$ cat config.mk
export PLATFORM = sky130hd
export DESIGN_NAME = fifo_wr_arbiter
export DESIGN_NICKNAME = d
export VERILOG_FILES = /design/src/rtl/fifo_wr_arbiter.sv
export SDC_FILE = /design/constraint.sdc
export NUM_CORES = 1
export LEC_CHECK = 0
export ABC_AREA = 1
export CAP_MARGIN = 20
export CORE_ASPECT_RATIO = 1.5
export CORE_MARGIN = 8
export CORE_UTILIZATION = 34
export CTS_CLUSTER_DIAMETER = 150
export CTS_CLUSTER_SIZE = 14
export DETAILED_ROUTE_END_ITERATION = 8
export PLACE_DENSITY = 0.78
export RECOVER_POWER = 50
export REMOVE_ABC_BUFFERS = 1
export SYNTH_ARGS = -nofsm -noshare
export SYNTH_HDL_FRONTEND = slang
export SYNTH_SLANG_ARGS = --single-unit
$ cat constraint.sdc
create_clock -name clk -period 1.9 [get_ports clk]
set_input_delay 0.38 -clock clk [delete_from_list [all_inputs] [get_ports clk]]
set_output_delay 0.38 -clock clk [all_outputs]
set_load 0.01 [all_outputs]
$ cat src/rtl/fifo_wr_arbiter.sv
// Round-robin write arbiter sharing one FIFO write port, with bounded bursts.
// Optional per-requester beat counters enabled by FIFO_ARB_STATS_EN.
module fifo_wr_arbiter #(
  parameter int NREQ      = 4,
  parameter int DWIDTH    = 16,
  parameter int BURST_LEN = 4
) (
  input  logic                       clk,
  input  logic                       rstn,
  input  logic [NREQ-1:0]            req,
  input  logic [NREQ*DWIDTH-1:0]     din_flat,
  output logic [NREQ-1:0]            gnt,
  input  logic                       fifo_full,
  output logic                       fifo_wr_en,
  output logic [DWIDTH-1:0]          fifo_din,
  output logic                       busy,
  output logic [$clog2(NREQ)-1:0]    owner_id,
  output logic [NREQ*16-1:0]         stat_cnt
);

  localparam int IW = $clog2(NREQ);
  localparam logic [7:0] BL8 = 8'(BURST_LEN);

  typedef enum logic {
    IDLE  = 1'b0,
    BURST = 1'b1
  } state_t;

  state_t        state, state_n;
  logic [IW-1:0] rr_ptr, rr_n;
  logic [IW-1:0] own_n;
  logic [7:0]    beat_cnt, beat_n;
  logic [IW-1:0] pick;
  logic          pick_vld;
  logic [NREQ-1:0] gnt_c;

  function automatic logic [IW-1:0] inc_ptr(input logic [IW-1:0] p);
    if (int'(p) == NREQ - 1) return '0;
    return p + IW'(1);
  endfunction

  // first requester at or after rr_ptr, wrapping modulo NREQ
  always_comb begin
    logic [IW:0]   sum;
    logic [IW-1:0] idx;
    sum      = '0;
    idx      = '0;
    pick_vld = 1'b0;
    pick     = '0;
    for (int k = 0; k < NREQ; k++) begin
      sum = {1'b0, rr_ptr} + (IW+1)'(k);
      if (sum >= (IW+1)'(NREQ)) sum = sum - (IW+1)'(NREQ);
      idx = sum[IW-1:0];
      if (!pick_vld && req[idx]) begin
        pick_vld = 1'b1;
        pick     = idx;
      end
    end
  end

  always_comb begin
    gnt_c = '0;
    unique case (state)
      IDLE: begin
        if (pick_vld && !fifo_full) gnt_c[pick] = 1'b1;
      end
      BURST: begin
        if (req[owner_id] && !fifo_full) gnt_c[owner_id] = 1'b1;
      end
      default: ;
    endcase
  end

  // reset must silence grants before any clock edge
  assign gnt        = rstn ? gnt_c : '0;
  assign fifo_wr_en = |(req & gnt);
  assign busy       = (state == BURST);

  always_comb begin
    fifo_din = '0;
    for (int i = 0; i < NREQ; i++) begin
      if (gnt[i]) fifo_din = fifo_din | din_flat[i*DWIDTH +: DWIDTH];
    end
  end

  always_comb begin
    state_n = state;
    rr_n    = rr_ptr;
    own_n   = owner_id;
    beat_n  = beat_cnt;
    unique case (state)
      IDLE: begin
        if (pick_vld && !fifo_full) begin
          own_n = pick;
          if (BURST_LEN == 1) begin
            rr_n = inc_ptr(pick);
          end else begin
            beat_n  = 8'd1;
            state_n = BURST;
          end
        end
      end
      BURST: begin
        if (!fifo_full) begin
          if (req[owner_id]) begin
            if (beat_cnt + 8'd1 == BL8) begin
              state_n = IDLE;
              rr_n    = inc_ptr(owner_id);
              beat_n  = '0;
            end else begin
              beat_n = beat_cnt + 8'd1;
            end
          end else begin
            state_n = IDLE;
            rr_n    = inc_ptr(owner_id);
            beat_n  = '0;
          end
        end
      end
      default: ;
    endcase
  end

  always_ff @(posedge clk or negedge rstn) begin
    if (!rstn) begin
      state    <= IDLE;
      rr_ptr   <= '0;
      owner_id <= '0;
      beat_cnt <= '0;
    end else begin
      state    <= state_n;
      rr_ptr   <= rr_n;
      owner_id <= own_n;
      beat_cnt <= beat_n;
    end
  end

`ifdef FIFO_ARB_STATS_EN
  for (genvar i = 0; i < NREQ; i++) begin : g_stat
    logic [15:0] cnt;
    always_ff @(posedge clk or negedge rstn) begin
      if (!rstn) begin
        cnt <= '0;
      end else if (req[i] && gnt[i] && cnt != 16'hFFFF) begin
        cnt <= cnt + 16'd1;
      end
    end
    assign stat_cnt[i*16 +: 16] = cnt;
  end
`else
  assign stat_cnt = '0;
`endif

endmodule

# Word-level counts from Yosys, hierarchy flattened
# Cells that the tools add are included.
# totals
regBits	13
input_bits	71
output_inout_bits	88
elab_cells	108
# op_classes
addsub	9
order_cmp	12
eq_ne	5
mux	57
bitwise_logic	6
reduce_logical	15
# ops
operator	n
$mux 16	4
$or 16x16->16	3
$mux 8	4
$mux 2	13
$mux 1	23
$lt 2x3->1 const B	6
$pmux 8 s2	1
$mux 4	3
$bmux 1 s2	5
$ge 3x3->1 const B	3
$add 8x1->8 const B	1
$eq 8x3->1 const B	1
$pmux 4 s2	1
$sub 2x1->2 const B	4
$logic_and 1x1->1	7
$add 2x2->3 const B	2
$and 4x4->4	1
$demux 1 s2	2
$ge 2x1->1 const B	2
$logic_not 1->1	4
$ne 2x2->1 const B	2
$reduce_and 2->1	2
$reduce_or 4->1	1
$add 2x1->3 const B	1
other kinds (7)	8

# Longest topological paths before layout
# Gate-level depths: netlist (run 1).
# logic_depth
depth_word	28
mapped_depth	17

# Worst setup path after synthesis (run 1)
# No wires, ideal clock.
# synth_path
path_type	register to output
start	register rr_ptr[0]
end	output fifo_din[14]
arrival_time_ns	1.734
t_required_ns	1.520
setup_slack_ns	-0.214
stages_incl_launch_ff	17
n_path_buf	1
path_cell_list	dfrtp_1 -> inv_2 -> nand2_2 -> nand2_2 -> nand2_1 -> nand2_2 -> nor2_4 -> nand3_2 -> nand3_2 -> nor2_2 -> nand2_2 -> nand2_4 -> buf_6 -> nand3_1 -> nand2_1 -> inv_1 -> nand2_1
# synth_via
elab_chain_len	28
word_cells_on_any_way	53
# synth_lines
element	line	source
from (decl)	30	logic [IW-1:0] rr_ptr, rr_n;
from (signal assigned)	132	rr_ptr <= rr_n;
branches (longest 18 deep; another with $add 2x1->3)	n/a	
$mux 4 *	65	if (pick_vld && !fifo_full) gnt_c[pick] = 1'b1;
$pmux 4 s2 *	63	unique case (state)
$mux 4 *	75	assign gnt = rstn ? gnt_c : '0;
$mux 16	82	if (gnt[i]) fifo_din = fifo_din | din_flat[i*DWIDTH +: DWIDTH];
$or 16x16->16	82	
$mux 16	82	
$or 16x16->16	82	
$mux 16	82	
$or 16x16->16	82	
$mux 16 *	82	
to (decl)	15	output logic [DWIDTH-1:0] fifo_din,
# Mark *: on every way between the ends. The select of a mux whose other input is x is not followed.

# Worst setup path in the final report (run 1)
# layout_path
start	register rr_ptr[0]
end	output fifo_din[9]
# Same word-level chain as after synthesis.

==> flow_summary.json, run 1 <==
{
  "clock.fmax_mhz": 347.7,
  "die_h_um": 121.3,
  "ctsRootBufferMaster": "clkbuf_8",
  "grt_max_degree": 24,
  "hold_violations": 0,
  "violations": "setup timing",
  "cpMostUsedCell": "nand2_4",
  "power_mw": 4.907,
  "layout_commonest_cell": "nand2_1",
  "synth_top_area_cell": "buf_4",
  "finalCritPeriodShare_pct": 151.4,
  "grt_pass1_vias": 3358,
  "slowest_delay_ns": 0.47,
  "setup_viol": 29,
  "synthDistinctLibCells": 30,
  "clkLatencyLatePin_ns": 0.24,
  "end_kind": "primary output",
  "syn_inst": 406,
  "fp.dieArea_um2": 10460,
  "viasPerCell": 4.661,
  "async_flop_share_pct": 100.0,
  "crit_type": "reg -> out",
  "clock_skew_ns": 0.002015,
  "route.detailed.drc": 0,
  "setup_ws_ns": -0.9763,
  "synth_top_area_share_pct": 19.41,
  "std_cell_rows": 38,
  "yosys-top-cells-area": "buf_4 19%, nand2_1 15%, nand3_1 13%",
  "cp_slowest_cell": "dfrtp_2",
  "cts_tree": "done",
  "htree_levels": 1,
  "synth_edf_count": 0,
  "status": "finished with violations",
  "cp_num_buf_inv": 5,
  "core_um2": 7227,
  "fin_nets": 651,
  "fillCellCount": 626,
  "maxSlewViolCount": 0,
  "drive_gt1_share_pct": 41.54,
  "cts_made_buffers": 3,
  "final_cell_area_um2": 4482,
  "ios": 159,
  "leakagePower_nw": 2.253,
  "grt.overflow.total": 0,
  "critPathTopFamily": "simple AND/OR/NAND/NOR gates",
  "crit_chain": "clkinv_4 -> nand2_4 -> nand2_4 -> nand2_4 -> nand2_4 -> nand4_1 -> nand2_2 -> nor2_4 -> nand3_4 -> buf_12 -> nand2_8 -> buf_8 -> nand3_2 -> nand2_1 -> inv_2 -> nand2_1 -> buf_2",
  "num_antenna_cells": 0,
  "wirelength_mm": 10.49,
  "layout_common_cells": "69 x nand2_1, 68 x clkdlybuf4s50_1, 64 x conb_1",
  "cts.sinks": 13,
  "required_ns": 1.52,
  "synthToLayoutAreaGrowth_pct": 78.30,
  "multiInputGateArea_um2": 2131,
  "netlist_area_um2": 2514,
  "ir_drop_mv": 0.7385,
  "fin_crit_ns": 2.876,
  "startpoint_type": "flop",
  "max-slew-margin-rel_pct": 65.38,
  "yosys_warnings": 0,
  "grt_pass1_wl_mm": 15.40,
  "io_buffers": 94,
  "post-place-ws_ns": -1.323,
  "cts_buffer_depth": 2,
  "rsz0062_at_grt": "true",
  "placed_cell_area_um2": 3523,
  "vias": 3137,
  "maxCapViolCount": 0,
  "worstPathArrival_ns": 2.50,
  "dieWidth_um": 86.21,
  "grt.total_usage_pct": 18.19,
  "seq_area_frac_synth_pct": 12.94,
  "start_util_pct": 34.78,
  "antenna_left": 0,
  "synth_area_per_cell_um2": 6.191,
  "synth-main-ff-cell": "dfrtp_1",
  "hp-class": "reg -> reg",
  "power.density_nw_per_um2": 1095,
  "gp_routability_congestion": 0.8927,
  "post_drt_wl_per_cell_um": 15.58,
  "dr.pass1.iters": 4,
  "layout.area.seq_um2": 327.8,
  "tightest_slew_ns": 0.5193,
  "crit_fanout": 8,
  "drt_first_iter_violations": 160,
  "antenna_found_initial": 0,
  "detailed_place_hpwl_mm": 6.880,
  "final_util_pct": 62.02,
  "synth-seq-cells": 13,
  "clkTransAtPathRegs_ns": 0.06
}
[path summary, 6_finish.rpt]
kind	start	end	slack [ns]	cells past startpoint
max	rr_ptr[0]	fifo_din[9]	-0.98	17
min	beat_cnt[7]	beat_cnt[7]	0.54	2
max reg2reg	rr_ptr[0]	busy	-0.08	14
min reg2reg	beat_cnt[7]	beat_cnt[7]	0.54	2
max in group asynchronous	rstn	beat_cnt[0]	0.82	3
min in group asynchronous	rstn	owner_id[0]	0.61	3
[layer usage]
layer	part of all wire [%]	global-route usage, %	vias up
li1	-	-	1488
met1	37	17.43	1456
met2	53	35.19	165
met3	7.3	3.458	28
met4	3.2	9.632	0
met5	0	0	-
[flip-flops by register name, indices dropped and copies added, names as in the netlist]
name and flops:
beat_cnt 8, owner_id 2, rr_ptr 2, busy 1
[cells by family after synthesis]
kind of cell    after synthesis  share of synthesized area (%)
flops                        13                          12.94
buf+inv                     136                          31.91
other cells                   1                         0.1492
simple gates                221                          44.75
xor+xnor                      6                          2.091
fa+ha+maj                     6                          2.986
compound gates               23                          5.177
[repair_timing]
action                     in CTS  in global routing
hold buffers                    0                  0
setup endpoints to repair      21                 32
gates resized for setup       186                 50
pin swaps                      69                 55
buffers inserted               37                  9
cloned                          4                  0
[worst min-delay path, delay by kind of cell (launching register included)]
family / cells / cell delay, ns
and+or+nand+nor: 1 / 0.05
AOI/OAI and AO/OA: 1 / 0.07
DFF: 1 / 0.37
[stage by stage]
stage / TNS, ns / hold WS [ns] / cells
finish: -19.30 / 0.5353 / 673
global route: -23.37 / 0.5745 / 673
CTS: -16.62 / 0.3638 / 664
detailed placement: -27.60 / 0.5293 / 620
global placement: -26.15 / 0.4874 / 620
floorplan: -6.289 / 0.08441 / 392
[report_power, final]
part           switching, mW  leakage (nW)  internal (mW)
Combinational           2.28          2.06           1.92
Sequential             0.104         0.165          0.355
Clock                  0.101        0.0255          0.145
[cell usage after synthesis (5+ instances only)]
library cell / instances
nand2_2: 15
nand3_1: 67
nand3_2: 16
xor2_1: 5
ha_1: 6
inv_2: 14
nand2_1: 98
nand2_4: 6
inv_1: 45
nor2_1: 11
o21ai_0: 9
dfrtp_1: 13
buf_4: 65
a21oi_1: 8
[area by class of cell]
cell class,instances,area share [%]
well taps,100,2.792
clock buffers,3,0.9213
multi-input cells,324,47.54
clock inverters,1,0.1117
inverters,59,5.165
flip-flops and latches,13,7.314
repair buffers,173,36.15
No activity file was read; power rests on OpenSTA's default activity.
==> run 2: changes to the inputs <==
--- a/config.mk
+++ b/config.mk
@@ -8,7 +8,7 @@
 export ABC_AREA = 1
 export CAP_MARGIN = 20
 export CORE_ASPECT_RATIO = 1.5
-export CORE_MARGIN = 8
+export CORE_MARGIN = 3
 export CORE_UTILIZATION = 34
 export CTS_CLUSTER_DIAMETER = 150
 export CTS_CLUSTER_SIZE = 14
@@ -16,6 +16,7 @@
 export PLACE_DENSITY = 0.78
 export RECOVER_POWER = 50
 export REMOVE_ABC_BUFFERS = 1
+export SKIP_LAST_GASP = 1
 export SYNTH_ARGS = -nofsm -noshare
 export SYNTH_HDL_FRONTEND = slang
 export SYNTH_SLANG_ARGS = --single-unit
==> flow_summary.json, run 2 (same netlist as run 1, synthesis figures left out) <==
{
  "multiInputGateArea_um2": 2006,
  "finalNonFillerCells": 656,
  "fin_crit_ns": 2.808,
  "fp.dieArea_um2": 8482,
  "clock.fmax_mhz": 356.2,
  "drive_gt1_share_pct": 36.67,
  "r2r_start": "rr_ptr[0]",
  "leakagePower_nw": 2.154,
  "cp_slowest_cell": "dfrtp_2",
  "hp-class": "in -> async",
  "status": "finished with violations",
  "rsz0062_at_grt": "true",
  "violations": "setup timing",
  "ctsRootBufferMaster": "clkbuf_8",
  "detailed_place_hpwl_mm": 6.269,
  "hold_buffers": 0,
  "layout_common_cells": "72 x nand2_1, 68 x clkdlybuf4s50_1, 64 x conb_1",
  "startpoint_type": "flop",
  "fin_nets": 637,
  "die_h_um": 111.3,
  "final_cell_area_um2": 4225,
  "max-slew-margin-rel_pct": 58.43,
  "dpl.cell_count": 613,
  "layout_commonest_cell": "nand2_1",
  "clkLatencyLatePin_ns": 0.25,
  "end_kind": "primary output",
  "reg.largest.list": "beat_cnt (8), owner_id (2), rr_ptr (2)",
  "grt_pass1_wl_mm": 15.00,
  "gp_routability_congestion": 0.9894,
  "slowest_delay_ns": 0.44,
  "layout.area.seq_um2": 327.8,
  "ios": 159,
  "fillCellCount": 607,
  "timing.hold.ws_ns": 0.1342,
  "tightest_slew_ns": 0.6235,
  "largest_register": "beat_cnt",
  "std_cell_rows": 37,
  "cpMostUsedCell": "nand2_4",
  "dr.pass1.iters": 4,
  "cts_buffer_depth": 2,
  "worstPathArrival_ns": 2.43,
  "cts_made_buffers": 3,
  "grt.total_usage_pct": 21.67,
  "power.density_nw_per_um2": 1107,
  "post_drt_wl_per_cell_um": 14.48,
  "grt_pass1_vias": 3094,
  "required_ns": 1.52,
  "dieWidth_um": 76.21,
  "wirelength_mm": 9.501,
  "antenna_left": 0,
  "vias": 3056,
  "route.detailed.drc": 0,
  "maxSlewViolCount": 0,
  "placed_cell_area_um2": 3477,
  "cts.sinks": 13,
  "cp_num_buf_inv": 6,
  "worstReg2RegEnd": "owner_id[0]",
  "largest_reg_flops": 8,
  "crit_chain": "clkinv_4 -> nand2_4 -> nand2_4 -> nand2_4 -> nand2_4 -> nor2_4 -> nand3_4 -> nand3_4 -> inv_4 -> nand3_4 -> nand2_8 -> buf_12 -> buf_4 -> nand3_2 -> nand2_1 -> inv_1 -> nand2_1 -> buf_6",
  "drt_first_iter_violations": 183,
  "ir_drop_mv": 0.6654,
  "core_um2": 7037,
  "setup_viol": 21,
  "hold_violations": 0,
  "antenna_found_initial": 0,
  "finalCritPeriodShare_pct": 147.8,
  "crit_fanout": 8,
  "io_buffers": 94,
  "worst-r2r-cell-count": 12,
  "htree_levels": 1,
  "post-place-ws_ns": -1.361,
  "maxCapViolCount": 0,
  "clock_skew_ns": 0.005502,
  "synthToLayoutAreaGrowth_pct": 68.09,
  "num_antenna_cells": 0,
  "start_util_pct": 35.72,
  "setup_ws_ns": -0.9075,
  "cts_tree": "done",
  "viasPerCell": 4.659,
  "grt_max_degree": 38,
  "critPathTopFamily": "simple AND/OR/NAND/NOR gates",
  "clkTransAtPathRegs_ns": 0.06,
  "crit_type": "reg -> out",
  "rrSetupSlack_ns": 0.09,
  "grt.overflow.total": 0,
  "final.setup.tns_ns": -17.15
}
[run 2: power breakdown]
part | internal, mW | total, mW | switching [mW]
combinational | 1.81 | 3.97 | 2.16
sequential | 0.355 | 0.456 | 0.101
clock | 0.145 | 0.253 | 0.108
total | 2.31 | 4.68 | 2.37
[run 2: worst max-delay path by stage]
stage	startpoint	end	slack (ns)	depth (start not counted)
2_1_floorplan	rr_ptr[0]	fifo_din[0]	-0.36	16
3_3_place_gp	req[2]	fifo_din[6]	-1.30	16
3_5_place_dp	req[3]	fifo_din[6]	-1.36	17
4_1_cts	rr_ptr[0]	fifo_din[5]	-0.87	17
5_1_grt	rr_ptr[0]	fifo_din[13]	-1.05	18
6_report	rr_ptr[0]	fifo_din[13]	-0.91	18
[run 2: per-stage QoR]
| stage | total power, mW | util (%) |
|---|---|---|
| after floorplan | 1.943 | - |
| after global placement | 3.067 | 49.41 |
| after detailed placement | 3.131 | 49.41 |
| after CTS | 4.283 | 57.75 |
| after global routing | 5.001 | 60.05 |
| final | 4.679 | 60.05 |
[run 2: layout make-up]
class | count | area share, %
Clock buffer | 3 | 0.9772
Sequential cell | 13 | 7.758
Tap cell | 97 | 2.872
Clock inverter | 1 | 0.1184
Timing Repair Buffer | 159 | 35.33
Inverter | 59 | 5.478
Multi-Input combinational cell | 324 | 47.47
[run 2: repair_timing]
action                                  CTS  global route
pin swaps                                52            21
setup buffers                            28             7
gates cloned                              4             0
resized for setup                       165            35
endpoints found under the setup margin   21            30
[run 2: routing by layer]
layer | GRT usage (%) | up-vias | share of wire [%]
li1 | - | 1454 | -
met1 | 20.42 | 1402 | 32
met2 | 43.10 | 161 | 55
met3 | 3.984 | 39 | 6.5
met4 | 11.37 | 0 | 5.6
met5 | 0 | - | 0
==> run 3: changes to the inputs <==
--- a/config.mk
+++ b/config.mk
@@ -9,11 +9,11 @@
 export CAP_MARGIN = 20
 export CORE_ASPECT_RATIO = 1.5
 export CORE_MARGIN = 3
-export CORE_UTILIZATION = 34
+export CORE_UTILIZATION = 38
 export CTS_CLUSTER_DIAMETER = 150
 export CTS_CLUSTER_SIZE = 14
 export DETAILED_ROUTE_END_ITERATION = 8
-export PLACE_DENSITY = 0.78
+export PLACE_DENSITY = 0.83
 export RECOVER_POWER = 50
 export REMOVE_ABC_BUFFERS = 1
 export SKIP_LAST_GASP = 1
==> constraint.sdc (replaced) <==
create_clock -name clk -period 2.9 [get_ports clk]
set_input_delay 0.58 -clock clk [delete_from_list [all_inputs] [get_ports clk]]
set_output_delay 0.58 -clock clk [all_outputs]
set_load 0.01 [all_outputs]
==> flow_summary.json, run 3 (same netlist as run 1, synthesis figures left out) <==
{
  "start_util_pct": 40.14,
  "antenna_left": 0,
  "clkLatencyLatePin_ns": 0.25,
  "end_kind": "primary output",
  "route.detailed.drc": 0,
  "largest_register": "beat_cnt",
  "clkTransAtPathRegs_ns": 0.06,
  "ir_drop_mv": 0.5112,
  "gp_routability_congestion": 0.8617,
  "fillCellCount": 474,
  "num_antenna_cells": 0,
  "setup_viol": 18,
  "p_sw_share_pct": 52.36,
  "ctsRootBufferMaster": "clkbuf_8",
  "crit_fanout": 4,
  "grt_pass1_wl_mm": 13.53,
  "violations": "setup timing",
  "leakagePower_nw": 2.145,
  "synthToLayoutAreaGrowth_pct": 64.11,
  "cts_buffer_depth": 2,
  "worstPathArrival_ns": 2.50,
  "largest_reg_flops": 8,
  "maxSlewViolCount": 0,
  "required_ns": 2.32,
  "cts_made_buffers": 3,
  "p_seq_share_pct": 9.7,
  "crit_type": "in -> out",
  "fin_nets": 633,
  "fp.dieArea_um2": 7647,
  "finalNonFillerCells": 629,
  "wirelength_mm": 9.560,
  "hold_buffers": 0,
  "dr.pass1.iters": 5,
  "power.density_nw_per_um2": 750.4,
  "finalCritPeriodShare_pct": 106.1,
  "std_cell_rows": 35,
  "dpl.cell_count": 583,
  "hp-class": "in -> async",
  "hold_violations": 0,
  "rsz0062_at_grt": "true",
  "layout_commonest_cell": "nand2_1",
  "m1WireLength_mm": 3.095,
  "power_frac_comb_pct": 84.9,
  "post_drt_wl_per_cell_um": 15.20,
  "grt_max_degree": 41,
  "fin_crit_ns": 3.077,
  "core_um2": 6262,
  "maxCapViolCount": 0,
  "dieWidth_um": 72.41,
  "p_int_mw": 1.475,
  "wl_met3_um": 853,
  "reg.largest.list": "beat_cnt (8), owner_id (2), rr_ptr (2)",
  "grt.total_usage_pct": 22.49,
  "post-place-ws_ns": -0.7188,
  "htree_levels": 1,
  "clock.fmax_mhz": 325.0,
  "vias": 3101,
  "ios": 159,
  "highest_layer": "met4",
  "antenna_found_initial": 0,
  "io_buffers": 94,
  "die_h_um": 105.6,
  "startpoint_type": "primary input",
  "layout_common_cells": "70 x nand2_1, 68 x clkdlybuf4s50_1, 64 x conb_1",
  "clock_skew_ns": 0.004115,
  "grt.overflow.total": 0,
  "setup_ws_ns": -0.1771,
  "detailed_place_hpwl_mm": 5.787,
  "drt_first_iter_violations": 186,
  "cts.sinks": 13,
  "viasPerCell": 4.930,
  "switchingPower_mw": 1.621,
  "cts_tree": "done",
  "dr_wl_met2_mm": 5.009,
  "status": "finished with violations",
  "grt_pass1_vias": 2975,
  "clkPwrFrac_pct": 5.5,
  "drive_gt1_share_pct": 35.50
}
[run 3: path summary, 6_finish.rpt]
path                       slack [ns]  depth (start not counted)      endpoint         from
max reg2reg                      0.96                         13   beat_cnt[2]    rr_ptr[0]
max in group asynchronous        2.14                          2     rr_ptr[0]         rstn
min reg2reg                      0.52                          2   beat_cnt[7]  beat_cnt[7]
min                              0.24                          1   owner_id[0]         rstn
min in group clk                 0.52                          2   beat_cnt[7]  beat_cnt[7]
max                             -0.18                         17  fifo_din[10]       req[1]
[run 3: repair_timing]
| action | CTS | global route |
|---|---|---|
| buffers inserted | 39 | 1 |
| resized for setup | 159 | 34 |
| cloned | 6 | 0 |
| pin swaps | 49 | 21 |
| setup endpoints to repair | 21 | 21 |
| hold endpoints to repair | 0 | 0 |
[run 3: metrics by stage]
step	total power [mW]	cell area, um^2	TNS [ns]	utilization (%)	hold WS, ns
after CTS	2.816	3994	-0.1233	63.78	0.2373
final	3.096	4125	-2.316	65.87	0.2418
after floorplan	1.273	2170	0	-	0.2844
after global placement	1.952	3383	-12.11	54.03	0.4901
after global routing	3.294	4125	-5.406	65.87	0.2510
after detailed placement	1.988	3383	-13.39	54.03	0.5067
[run 3: final cells by class]
cell class | instances | area [um^2] | share of cell area [%]
Timing Repair Buffer | 153 | 1389 | 33.67
Inverter | 59 | 231.5 | 5.611
Sequential cell | 13 | 327.8 | 7.947
Multi-Input combinational cell | 326 | 2039 | 49.44
Tap cell | 74 | 92.59 | 2.244
Clock buffer | 4 | 45.04 | 1.092
[run 3: worst max-delay path, cell delays in order]
cell	delay (ns)
clkdlybuf4s15_2	0.20
inv_2	0.09
nand2_4	0.06
nand3_2	0.11
nand2_4	0.10
nor2_4	0.18
nand3_1	0.13
nand3_1	0.18
nand3_4	0.15
buf_12	0.16
nand2_8	0.06
buf_6	0.12
nand3_2	0.07
nand2_2	0.07
inv_2	0.03
nand2_1	0.06
buf_2	0.13
[run 3: power groups by stage]
stage               Combinational [mW]  Sequential (mW)  Clock [mW]
floorplan                        0.967            0.306           0
global placement                  1.66            0.289           0
detailed placement                1.69            0.293           0
CTS                               2.35            0.295       0.173
global route                      2.81            0.308       0.179
finish                            2.63            0.299       0.169
[run 3: routing by layer]
| layer | up-vias | global-route usage (%) |
|---|---|---|
| li1 | 1446 | - |
| met1 | 1422 | 20.30 |
| met2 | 188 | 43.55 |
| met3 | 45 | 4.294 |
| met4 | 0 | 13.98 |
| met5 | - | 0 |
